<file path="config.mk">
export PLATFORM = sky130hd
export DESIGN_NAME = shared_bus_arbiter
export DESIGN_NICKNAME = d
export VERILOG_FILES = /design/src/rtl/shared_bus_arbiter.sv
export SDC_FILE = /design/constraint.sdc
export NUM_CORES = 1
export LEC_CHECK = 0
export ABC_AREA = 1
export CORE_ASPECT_RATIO = 1.1
export CORE_MARGIN = 5
export CORE_UTILIZATION = 25
export CTS_CLUSTER_DIAMETER = 80
export DETAILED_ROUTE_END_ITERATION = 10
export SLEW_MARGIN = 20
export SYNTH_ARGS = -nofsm -noshare
export SYNTH_HDL_FRONTEND = slang
export SYNTH_SLANG_ARGS = --single-unit
</file>
<file path="constraint.sdc">
create_clock -name clk -period 3.5 [get_ports clk]
set_input_delay 0.525 -clock clk [delete_from_list [all_inputs] [get_ports clk]]
set_output_delay 0.525 -clock clk [all_outputs]
set_load 0.05 [all_outputs]
</file>
<file path="src/rtl/shared_bus_arbiter.sv">
// Round-robin N-channel arbiter that merges valid/ready sources onto one registered output bus.
// Define SHARED_BUS_ARBITER_LOCK_EN to add in_lock, which reserves the bus for one channel's multi-beat burst.
module shared_bus_arbiter #(
   parameter  int N_CH  = 4,
   parameter  int W     = 8,
   parameter  int CNT_W = 16,
   localparam int SRC_W = $clog2(N_CH)
) (
   input  logic              clk,
   input  logic              rst_n,
   input  logic [N_CH-1:0]   in_valid,
   input  logic [N_CH*W-1:0] in_data,
`ifdef SHARED_BUS_ARBITER_LOCK_EN
   input  logic [N_CH-1:0]   in_lock,
`endif
   output logic [N_CH-1:0]   in_ready,
   output logic              out_valid,
   output logic [W-1:0]      out_data,
   output logic [SRC_W-1:0]  out_src,
   input  logic              out_ready,
   output logic [N_CH-1:0]   grant,
   output logic [CNT_W-1:0]  conflict_cnt
);

   // Handshake: a beat moves across a channel or the output only in a cycle where valid and ready are both 1.
   typedef enum logic {EMPTY = 1'b0, FULL = 1'b1} state_t;

   state_t             state_q, state_d;
   logic [W-1:0]       data_q, data_d;
   logic [SRC_W-1:0]   src_q, src_d;
   logic [N_CH-1:0]    grant_q, grant_d;
   logic [CNT_W-1:0]   cnt_q, cnt_d;
   logic [SRC_W-1:0]   ptr_q, ptr_d;
   logic               lock_active_q, lock_active_d;
   logic [SRC_W-1:0]   lock_owner_q, lock_owner_d;

   logic [N_CH-1:0]    elig;
   logic [SRC_W-1:0]   win;
   logic               found;
   logic               load;
   logic               contended;

   always_comb begin
      elig = in_valid;
`ifdef SHARED_BUS_ARBITER_LOCK_EN
      if (lock_active_q) begin
         elig = in_valid & (N_CH'(1) << lock_owner_q);
      end
`endif
   end

   // First eligible channel at or above ptr, wrapping past N_CH-1 to 0.
   always_comb begin
      int idx;
      found = 1'b0;
      win   = ptr_q;
      for (int k = 0; k < N_CH; k++) begin
         idx = int'(ptr_q) + k;
         if (idx >= N_CH) begin
            idx = idx - N_CH;
         end
         if (!found && elig[idx]) begin
            found = 1'b1;
            win   = SRC_W'(idx);
         end
      end
   end

   assign load      = found && ((state_q == EMPTY) || out_ready);
   assign contended = |(in_valid & (in_valid - N_CH'(1)));

   always_comb begin
      in_ready = '0;
      if (load && rst_n) begin
         in_ready[win] = 1'b1;
      end
   end

   always_comb begin
      state_d       = state_q;
      data_d        = data_q;
      src_d         = src_q;
      grant_d       = grant_q;
      cnt_d         = cnt_q;
      ptr_d         = ptr_q;
      lock_active_d = lock_active_q;
      lock_owner_d  = lock_owner_q;
      if (load) begin
         state_d = FULL;
         data_d  = in_data[int'(win)*W +: W];
         src_d   = win;
         grant_d = N_CH'(1) << win;
         ptr_d   = (int'(win) == N_CH-1) ? '0 : win + SRC_W'(1);
         if (contended && (cnt_q != '1)) begin
            cnt_d = cnt_q + CNT_W'(1);
         end
`ifdef SHARED_BUS_ARBITER_LOCK_EN
         // Under lock the winner is always the owner, so this both starts and ends bursts.
         lock_active_d = in_lock[win];
         lock_owner_d  = win;
`endif
      end else if ((state_q == FULL) && out_ready) begin
         state_d = EMPTY;
         grant_d = '0;
      end
   end

   always_ff @(posedge clk or negedge rst_n) begin
      if (!rst_n) begin
         state_q       <= EMPTY;
         data_q        <= '0;
         src_q         <= '0;
         grant_q       <= '0;
         cnt_q         <= '0;
         ptr_q         <= '0;
         lock_active_q <= 1'b0;
         lock_owner_q  <= '0;
      end else begin
         state_q       <= state_d;
         data_q        <= data_d;
         src_q         <= src_d;
         grant_q       <= grant_d;
         cnt_q         <= cnt_d;
         ptr_q         <= ptr_d;
         lock_active_q <= lock_active_d;
         lock_owner_q  <= lock_owner_d;
      end
   end

   assign out_valid    = (state_q == FULL);
   assign out_data     = data_q;
   assign out_src      = src_q;
   assign grant        = grant_q;
   assign conflict_cnt = cnt_q;

endmodule

</file>
======== Yosys cells after proc, flatten, opt, wreduce, memory -nomap -nowiden ========
Index checks and enable logic that the tools add are counted.
storage, ports and cells
  memories kept ........................... 0
  bits in latches ......................... 0
  output and inout bits ................... 35
  register bits ........................... 33
  ROM bits ................................ 0
  memory bits (writable) .................. 0
cells by class
  eq/ne operators ......................... 2
  shift-type cells ........................ 2
  $lt $le $gt $ge ......................... 10
  $mul .................................... 0
  bitwise logic cells ..................... 2
  $add $sub $neg .......................... 10
  reductions and logical operators ........ 15
  divide/modulo/power cells ............... 0
  mux-type cells .......................... 32
operators with widths
  operator                                                                              number
  32-bit by 4-bit less-than comparator with 1-bit output (second input constant)        4
  32-bit two-way mux                                                                    4
  32-bit by 6-bit variable part select with 8-bit output                                1
  16-bit by 1-bit adder with 16-bit output (second input constant)                      1
  16-bit != test (second input constant)                                                1
  1-bit two-way mux                                                                     15
  4-bit two-way mux                                                                     3
  3-bit by 3-bit subtractor with 4-bit output (second input constant)                   3
  2-bit two-way mux                                                                     5
  3-bit greater-or-equal comparator (second input constant)                             3
  1-bit binary-select mux with 2-bit select                                             4
  1-bit logical AND                                                                     8
  2-bit by 2-bit adder with 3-bit output (second input constant)                        2
  4-bit bitwise AND                                                                     1
  4-bit OR reduction                                                                    1
  1-bit by 2-bit << shifter with 4-bit output (first input constant)                    1
  2-bit by 3-bit subtractor with 4-bit output (second input constant)                   1
  4-bit by 1-bit subtractor with 4-bit output (second input constant)                   1
  2-bit by 1-bit adder with 3-bit output (second input constant)                        1
  2-bit by 3-bit greater-or-equal comparator with 1-bit output (second input constant)  1
  1-bit logical NOT                                                                     3
  2-bit by 3-bit less-than comparator with 1-bit output (second input constant)         1
  2-bit by 1-bit adder with 2-bit output (second input constant)                        1
  1-bit demux with 2-bit select                                                         1
  other kinds (6)                                                                       6

======== Longest topological paths before layout ========
Gate-level depths: netlist (run 1).
  depth in word-level cells ............... 20
  mapped depth ............................ 18
  gate-level depth less buffers ........... 16

======== Worst setup path before layout (run 1) ========
No wires, ideal clock.
  path type ............................... register to output
  start ................................... register ptr_q[1]
  end ..................................... output port in_ready[0]
  path buffers ............................ 2
  path slack .............................. 824 ps
  arrival time ............................ 2151 ps
  stages on the path, launching flop included .. 15
  cells stage by stage .................... dfrtp_1 -> buf_4 -> inv_4 -> nand2_2 -> nand2_2 -> nand2_2 -> nand2_4 -> nand3_2 -> nand2_1 -> nand2_2 -> nand2_4 -> buf_6 -> ha_1 -> inv_1 -> nor2_1
between the ends
  word-level cells in the longest chain between the ends .. 20
RTL lines
  element                                                                                               RTL line  source
  start: declaration                                                                                    33        logic [SRC_W-1:0] ptr_q, ptr_d;
  start signal: assignment                                                                              124       ptr_q <= ptr_d;
  parallel branches: the longest is 19 deep, another holds 3-bit by 3-bit subtractor with 4-bit output  --
  4-bit two-way mux (*)                                                                                 74        if (load && rst_n) begin
  end: declaration                                                                                      16        output logic [N_CH-1:0] in_ready,
Every way passes the cells marked *. The select of a mux whose other input is x is not followed.

======== Worst setup path after layout (run 1) ========
  start ................................... input port in_valid[3]
  end ..................................... output port in_ready[3]
between the ends
  word-level cells in the longest chain between the ends .. 18
RTL lines
  element                                                                                                                                                      RTL line  source
  start: declaration                                                                                                                                           11        input logic [N_CH-1:0] in_valid,
  1-bit binary-select mux with 2-bit select                                                                                                                    62        if (!found && elig[idx]) begin
  1-bit two-way mux (not written as such) (2 in a row)                                                                                                         62
  1-bit two-way mux                                                                                                                                            62
  1-bit logical NOT                                                                                                                                            62
  1-bit logical AND                                                                                                                                            62
  1-bit two-way mux                                                                                                                                            62
  1-bit logical NOT                                                                                                                                            62
  1-bit logical AND                                                                                                                                            62
  [2 not listed]                                                                                                                                               --
  1-bit logical AND                                                                                                                                            62
  2-bit two-way mux (*)                                                                                                                                        62
  via win[0]                                                                                                                                                   38        logic [SRC_W-1:0] win;
  2-bit by 3-bit less-than comparator with 1-bit output (not written as such) or 2-bit by 1-bit greater-or-equal comparator with 1-bit output (tied branches)  75        in_ready[win] = 1'b1;
  1-bit logical AND (not written as such)                                                                                                                      75
  1-bit two-way mux (not written as such)                                                                                                                      75
  1-bit demux with 2-bit select (*)                                                                                                                            75
  4-bit two-way mux (*)                                                                                                                                        74
Mark *: on every way through the listed nets, which the timed path passes. The rest lies on a longest branch. The select of a mux whose other input is x is not followed.

==> results.md, run 1 <==
- First-pass DRT Iterations: 6
- Placed Area: 3196 um2
- Core area: roughly 9400 um2
- Area growth from synthesis to layout: 38.40%
- Final setup fails: 0
- Die ar.: ~12000 um2
- RSZ-0062 raised after global routing: no
- Most frequent cell after synthesis: nand2_1
- Crit path to: in_ready[3]
- Diodes inserted: 0
- Global-route met1 utilization: 0.1511
- Root Buffer: clkbuf_8
- Die height: between 100 and 150 um
- Cell Area, Synth: between 2000 and 2500 um2
- Avg Vias per Cell: roughly 4.5
- I/O pin cnt: 74
- Initial core utilization: 0.2554
- Fmax achieved: between 300 and 400 MHz
- Crit Reg-Reg Startpoint: ptr_q[0]
- Yosys top cell area share: 0.3457
- Worst-margin pin slew: ~0.53 ns
- Max-Cap Viols: 0
- Post-route cell area: approximately 3300 um2
- Worst-path clk slew: 0.07 ns
- Antenna-violating nets left: 0
- GPL Wtd Cong: 0.8470
- Drt drc: 0
- Unique masters post-synth: 29
- Final hold violations: 0
- Top cells by area, synth: dfrtp_1 (35%), nand2_1 (26%), nand3_1 (6.9%)
- Yosys warns: 0
- Async SR Flop Fraction: 1.000
- M2 GR Usage: 0.1990
- Gr busiest metal: met2
- Yosys reg bits: 33
- Clock period minus final worst setup slack: 3.192 ns
- Crit path arrival time: around 2.7 ns
- Largest net degree at the start of global routing: 34
- Clk_skew: 0.004494 ns
- Final core utilization: 0.3535
- CP Capture Type: output port
- Ys flop type: dfrtp_1
- CTS tree: built
- Total Wirelength: 6881 um
- Reg-to-Reg End: conflict_cnt[6]
- Crit path launch type: primary input
- IO Port Bufs: 73
- Gate Count Post-Synth: 355
- Sequential cell area fraction in the yosys report: 0.3457
- Count of standard-cell rows: 37
- H-tree depth: 2
- Post-cts hold buffer count: 0
- Clk sinks: 33
- Max_slew headroom: 0.6464
- Total gr overflow: 0
- Fin nets: 470
- Met3 GRT Util: 0.03667
- Max Slew Vio Count: 0
- Vias: ~2400
- Die W: 103.2 um
- Crit-path max FO: 19
- R2r setup slk: ~1.1 ns
- Non-filler cells, final: 543
- Initial antenna violation count: 0
- Data required time of the critical path: 2.97 ns
- Synthesized Nets: about 400
- Worst hold slack: 0.4915 ns
- Setup crit start: in_valid[3]
- Synth Area per Inst: just under 7 um2
- DP Worst Slack: 0.1660 ns
- Share of cells above drive strength 1: 0.1103
- Status: complete, no violations
- Tot Pwr: 3.395 mW
- Maximum resistive drop on vdd: approximately 0.59 mV
- Synth top cells by count: nand2_1 (164), dfrtp_1 (33), nand3_1 (33)
- First-pass GRT wire length: 11410 um
- Synth area leader: dfrtp_1
- Tcrit/Tclk final: 0.9120
- Total CTS buffers: 5
- CP Class: in2out
- Setup slack after layout: 0.3079 ns
- Hold Path Class: reg2reg
- DR WL/cell: 12.67 um
- Number of synthesized flops with an enable pin: 0
- GRT Util Overall: 0.1187
- CTS Buffer Depth: 2
- Final HPWL DP: 5261 um
- Worst Reg-to-Reg Cells: 13
- Pwr dens: 1027 nW/um2
- Number of global-route vias before repair: around 2500
- Starting DRT DRC Count: 74
- Setup_tns: 0 ns
- Clk Latency, worst-skew pair: 0.28 ns
- Dpl cells: ~540
- Leak Pwr: ~1.6 nW
-- placed cells by master (no fill, tap or decap), types with 3 or more instances in the layout --
master	Yosys	routed
buf_4	3	6
clkbuf_8	0	6
clkdlybuf4s50_1	0	69
dfrtp_1	33	32
ha_1	5	5
inv_1	20	20
inv_2	4	4
nand2_1	164	164
nand2_2	20	19
nand2_4	3	3
nand3_1	33	33
nor2_1	22	22
o21ai_0	5	5
o21ai_1	4	4
xnor2_1	5	5
xor2_1	10	10
-- cell families after synthesis --
group / Yosys count / synth area share
buffers and inverters: 36 / 0.07176
AO/OA/AOI/OAI: 14 / 0.03405
adder cells (fa/ha/maj): 5 / 0.02619
flip-flops: 33 / 0.3457
XOR/XNOR: 15 / 0.05500
AND/OR/NAND/NOR: 252 / 0.4673
-- registers in the layout (all words and copies together) (netlist names) --
register      count
out_valid         1
out_data          8
ptr_q             2
grant             4
conflict_cnt     16
out_src           2
-- layout make-up --
cell class	instances	area, um2
flip-flops and latches	33	827.0
fillers	1002	6046
inverters	25	96.34
repair buffers	75	735.7
multi-input cells	286	1414
well taps	117	146.4
clock buffers	7	86.33
-- power breakdown --
group | internal [mW] | switching, mW | total, mW
clock network | 0.156 | 0.135 | 0.291
registers | 0.535 | 0.165 | 0.701
logic | 0.750 | 1.65 | 2.40
-- worst max-delay path: stages --
cell	delay, ns
clkdlybuf4s50_1	0.55
nand2_1	0.07
nand2_1	0.09
nand2_1	0.07
nand2_2	0.14
nand4_4	0.15
nand2_4	0.19
nand2_8	0.14
inv_2	0.18
ha_1	0.17
inv_1	0.04
nor2_1	0.13
buf_4	0.22
-- timing repair --
action | CTS | global route
endpoints found under the hold margin | 0 | 0
setup endpoints to repair | 0 | 4
gates resized for setup | 0 | 4
buffers inserted | 0 | 0
-- worst min-delay path by stage --
stage | from | endpoint | cells after the start
after floorplan | rst_n | conflict_cnt[0] | 0
after CTS | out_data[0] | out_data[0] | 2
after detailed placement | out_data[0] | out_data[0] | 2
after global routing | out_data[1] | out_data[1] | 2
final | out_data[3] | out_data[3] | 2
after global placement | out_data[0] | out_data[0] | 2
-- per-layer routing --
layer,part of all wire,vias up
li1,-,1246
met1,0.44,1121
met2,0.47,74
met3,0.081,7
met4,0.0062,0
met5,0,-
(Power assumes the default switching activity.)
==> inputs of run 2 (changes only) <==
HOLD_SLACK_MARGIN = 0.1   (was not set)
==> results of run 2 <==
The final DEF is identical to that of run 1; final timing and power are the same.
==> inputs of run 3 (changes only) <==
CORE_MARGIN = not set   (was 5)
CORE_UTILIZATION = 51   (was 25)
PLACE_DENSITY = 0.86   (was not set)
==> run 3 against run 2 <==
Worst setup slack worse by 0.069 ns; cell count down 11%; clock-buffer cell count unchanged.
==> results.md, run 3 (synthesis results as in run 1) <==
- Status: complete, no violations (unchanged)
- Clk_skew: 0.005695 ns (was 0.004494 ns)
- Worst-path clk slew: 0.07 ns (about the same)
- Core area: 4410 um2 (was 9351 um2)
- GPL Wtd Cong: 0.9251 (was 0.8470)
- Clock period minus final worst setup slack: 3.261 ns (was 3.192 ns)
- CTS Buffer Depth: 2 (unchanged)
- IO Port Bufs: 73 (unchanged)
- CP max stage cell: clkdlybuf4s50_1 (unchanged)
- Largest net degree at the start of global routing: 34 (unchanged)
- Share of cells above drive strength 1: 0.1168 (was 0.1103)
- Drt drc: 0 (unchanged)
- CTS tree: built (unchanged)
- Most used cell, CP: nand2_2 (was nand2_1)
- Dpl cells: 474 (was 536)
- Clk sinks: 33 (unchanged)
- Gr busiest metal: met2 (unchanged)
- Maximum resistive drop on vdd: 0.5294 mV (was 0.5870 mV)
- GRT Util Overall: 0.2681 (was 0.1187)
- Pwr dens: 1055 nW/um2 (was 1027 nW/um2)
- RSZ-0062 raised after global routing: no (unchanged)
- Count of standard-cell rows: 25 (was 37)
- Tot Pwr: 3.405 mW (was 3.395 mW)
- Final hold violations: 0 (unchanged)
- I/O pin cnt: 74 (unchanged)
- Setup crit start: in_valid[1] (was in_valid[3])
- Area growth from synthesis to layout: 35.10% (was 38.40%)
- Global-route met1 utilization: 0.3330 (was 0.1511)
- Crit-path max FO: 19 (unchanged)
- Max-Cap Viols: 0 (unchanged)
- Root Buffer: clkbuf_8 (unchanged)
- Total gr overflow: 0 (unchanged)
- Clk Latency, worst-skew pair: 0.29 ns (was 0.28 ns)
- H-tree depth: 2 (unchanged)
- Starting DRT DRC Count: 101 (was 74)
- Hold Path Class: reg2reg (unchanged)
- Crit path arrival time: 2.74 ns (was 2.67 ns)
- Antenna-violating nets left: 0 (unchanged)
- R2r setup slk: 1.12 ns (was 1.14 ns)
- Max_slew headroom: 0.6333 (was 0.6464)
- Setup_tns: 0 ns (unchanged)
- Met3 GRT Util: 0.05435 (was 0.03667)
- Worst Reg-to-Reg Cells: 12 (was 13)
- Final setup fails: 0 (unchanged)
- DR WL/cell: 13.09 um (was 12.67 um)
- First-pass GRT wire length: 10120 um (was 11410 um)
- Die ar.: 4961 um2 (was 11610 um2)
- Crit path launch type: primary input (unchanged)
- Final HPWL DP: 4712 um (was 5261 um)
- Initial antenna violation count: 0 (unchanged)
- M2 GR Usage: 0.4489 (was 0.1990)
- Worst-margin pin slew: 0.5484 ns (was 0.5288 ns)
- Number of global-route vias before repair: 2287 (was 2451)
- Total Wirelength: 6310 um (was 6881 um)
- Most frequent cells in the layout: nand2_1 (164), clkdlybuf4s50_1 (69), nand3_1 (33), dfrtp_1 (32), nor2_1 (22) (unchanged)
- CP cell instances: clkdlybuf4s50_1 -> nand2_1 -> nand2_2 -> nand2_1 -> nand2_2 -> nand4_4 -> nand2_2 -> nand2_4 -> inv_2 -> ha_1 -> inv_1 -> nor2_1 -> buf_4 (was clkdlybuf4s50_1 -> nand2_1 -> nand2_1 -> nand2_1 -> nand2_2 -> nand4_4 -> nand2_4 -> nand2_8 -> inv_2 -> ha_1 -> inv_1 -> nor2_1 -> buf_4)
- Initial core utilization: 0.5416 (was 0.2554)
- Postcts setup bufs: 0 (unchanged)
- Die height: 73.78 um (was 112.5 um)
- Most common cell after layout, fill and taps aside: nand2_1 (unchanged)
- Die W: 67.25 um (was 103.2 um)
- First-pass DRT Iterations: 4 (was 6)
- Fmax achieved: 306.6 MHz (was 313.3 MHz)
- Max reg flops: 16 (unchanged)
- Data required time of the critical path: 2.97 ns (about the same)
- Avg Vias per Cell: 5.210 (was 4.508)
- Crit Reg-Reg Startpoint: ptr_q[0] (unchanged)
- Tcrit/Tclk final: 0.9317 (was 0.9120)
- Max Slew Vio Count: 0 (unchanged)
- Total CTS buffers: 5 (unchanged)
- CP Class: in2out (unchanged)
- Non-filler cells, final: 482 (was 543)
- Crit path to: in_ready[1] (was in_ready[3])
- Fin nets: 471 (was 470)
- Post-cts hold buffer count: 0 (unchanged)
- Leak Pwr: 1.583 nW (was 1.569 nW)
- Reg-to-Reg End: ptr_q[1] (was conflict_cnt[6])
- CP Capture Type: output port (unchanged)
- Diodes inserted: 0 (unchanged)
- Slowest stage delay, CP: 0.55 ns (about the same)
- Vias: 2511 (was 2448)
-- run 3: stage by stage --
stage                       util  worst slack [ns]  hold WS [ns]  cell area (um2)
final                     0.7316            0.2389        0.4917             3227
after global routing      0.7316           0.01337        0.5199             3227
after CTS                 0.7313            0.1093        0.4964             3226
after detailed placement  0.7084            0.2531        0.4805             3124
after global placement    0.7084            0.3753        0.4618             3124
after floorplan                -            0.8240        0.2294             2389
-- run 3: layout make-up --
type	instances	area (um2)
Multi-Input combinational cell	286	1391
Timing Repair Buffer	76	743.2
Fill cell	366	1184
Clock buffer	7	96.34
Clock inverter	1	5.005
Tap cell	54	67.56
Inverter	25	96.34
Sequential cell	33	827.0
-- run 3: routing by layer --
layer  up-vias  share of wire
met2       123           0.47
met3        14          0.088
met4         0          0.019
met1      1129           0.42
met5         -              0
li1       1245              -
-- run 3: worst min path at each step --
stage	slack (ns)	start	end	cells after the start
CTS	0.50	out_data[2]	out_data[2]	2
floorplan	0.23	rst_n	conflict_cnt[0]	0
finish	0.49	out_data[2]	out_data[2]	2
global route	0.52	out_data[2]	out_data[2]	2
global placement	0.46	out_data[1]	out_data[1]	2
detailed placement	0.48	out_data[2]	out_data[2]	2
-- run 3: power breakdown --
part	switching [mW]	leakage (nW)	internal (mW)	total, mW
combinational	1.64	1.10	0.745	2.39
clock	0.144	0.0542	0.178	0.322
sequential	0.161	0.424	0.535	0.696
total	1.95	1.58	1.46	3.41
-- run 3: worst max-delay path, delay by kind of cell --
family                   cells  cell delay (ns)
AND/OR/NAND/NOR              8             1.03
buffers and inverters        4             1.02
adder cells (fa/ha/maj)      1             0.17
-- run 3: what timing repair did --
action	in CTS	in global routing
gates resized for setup	0	1
hold endpoints to repair	0	0
endpoints found under the setup margin	0	2
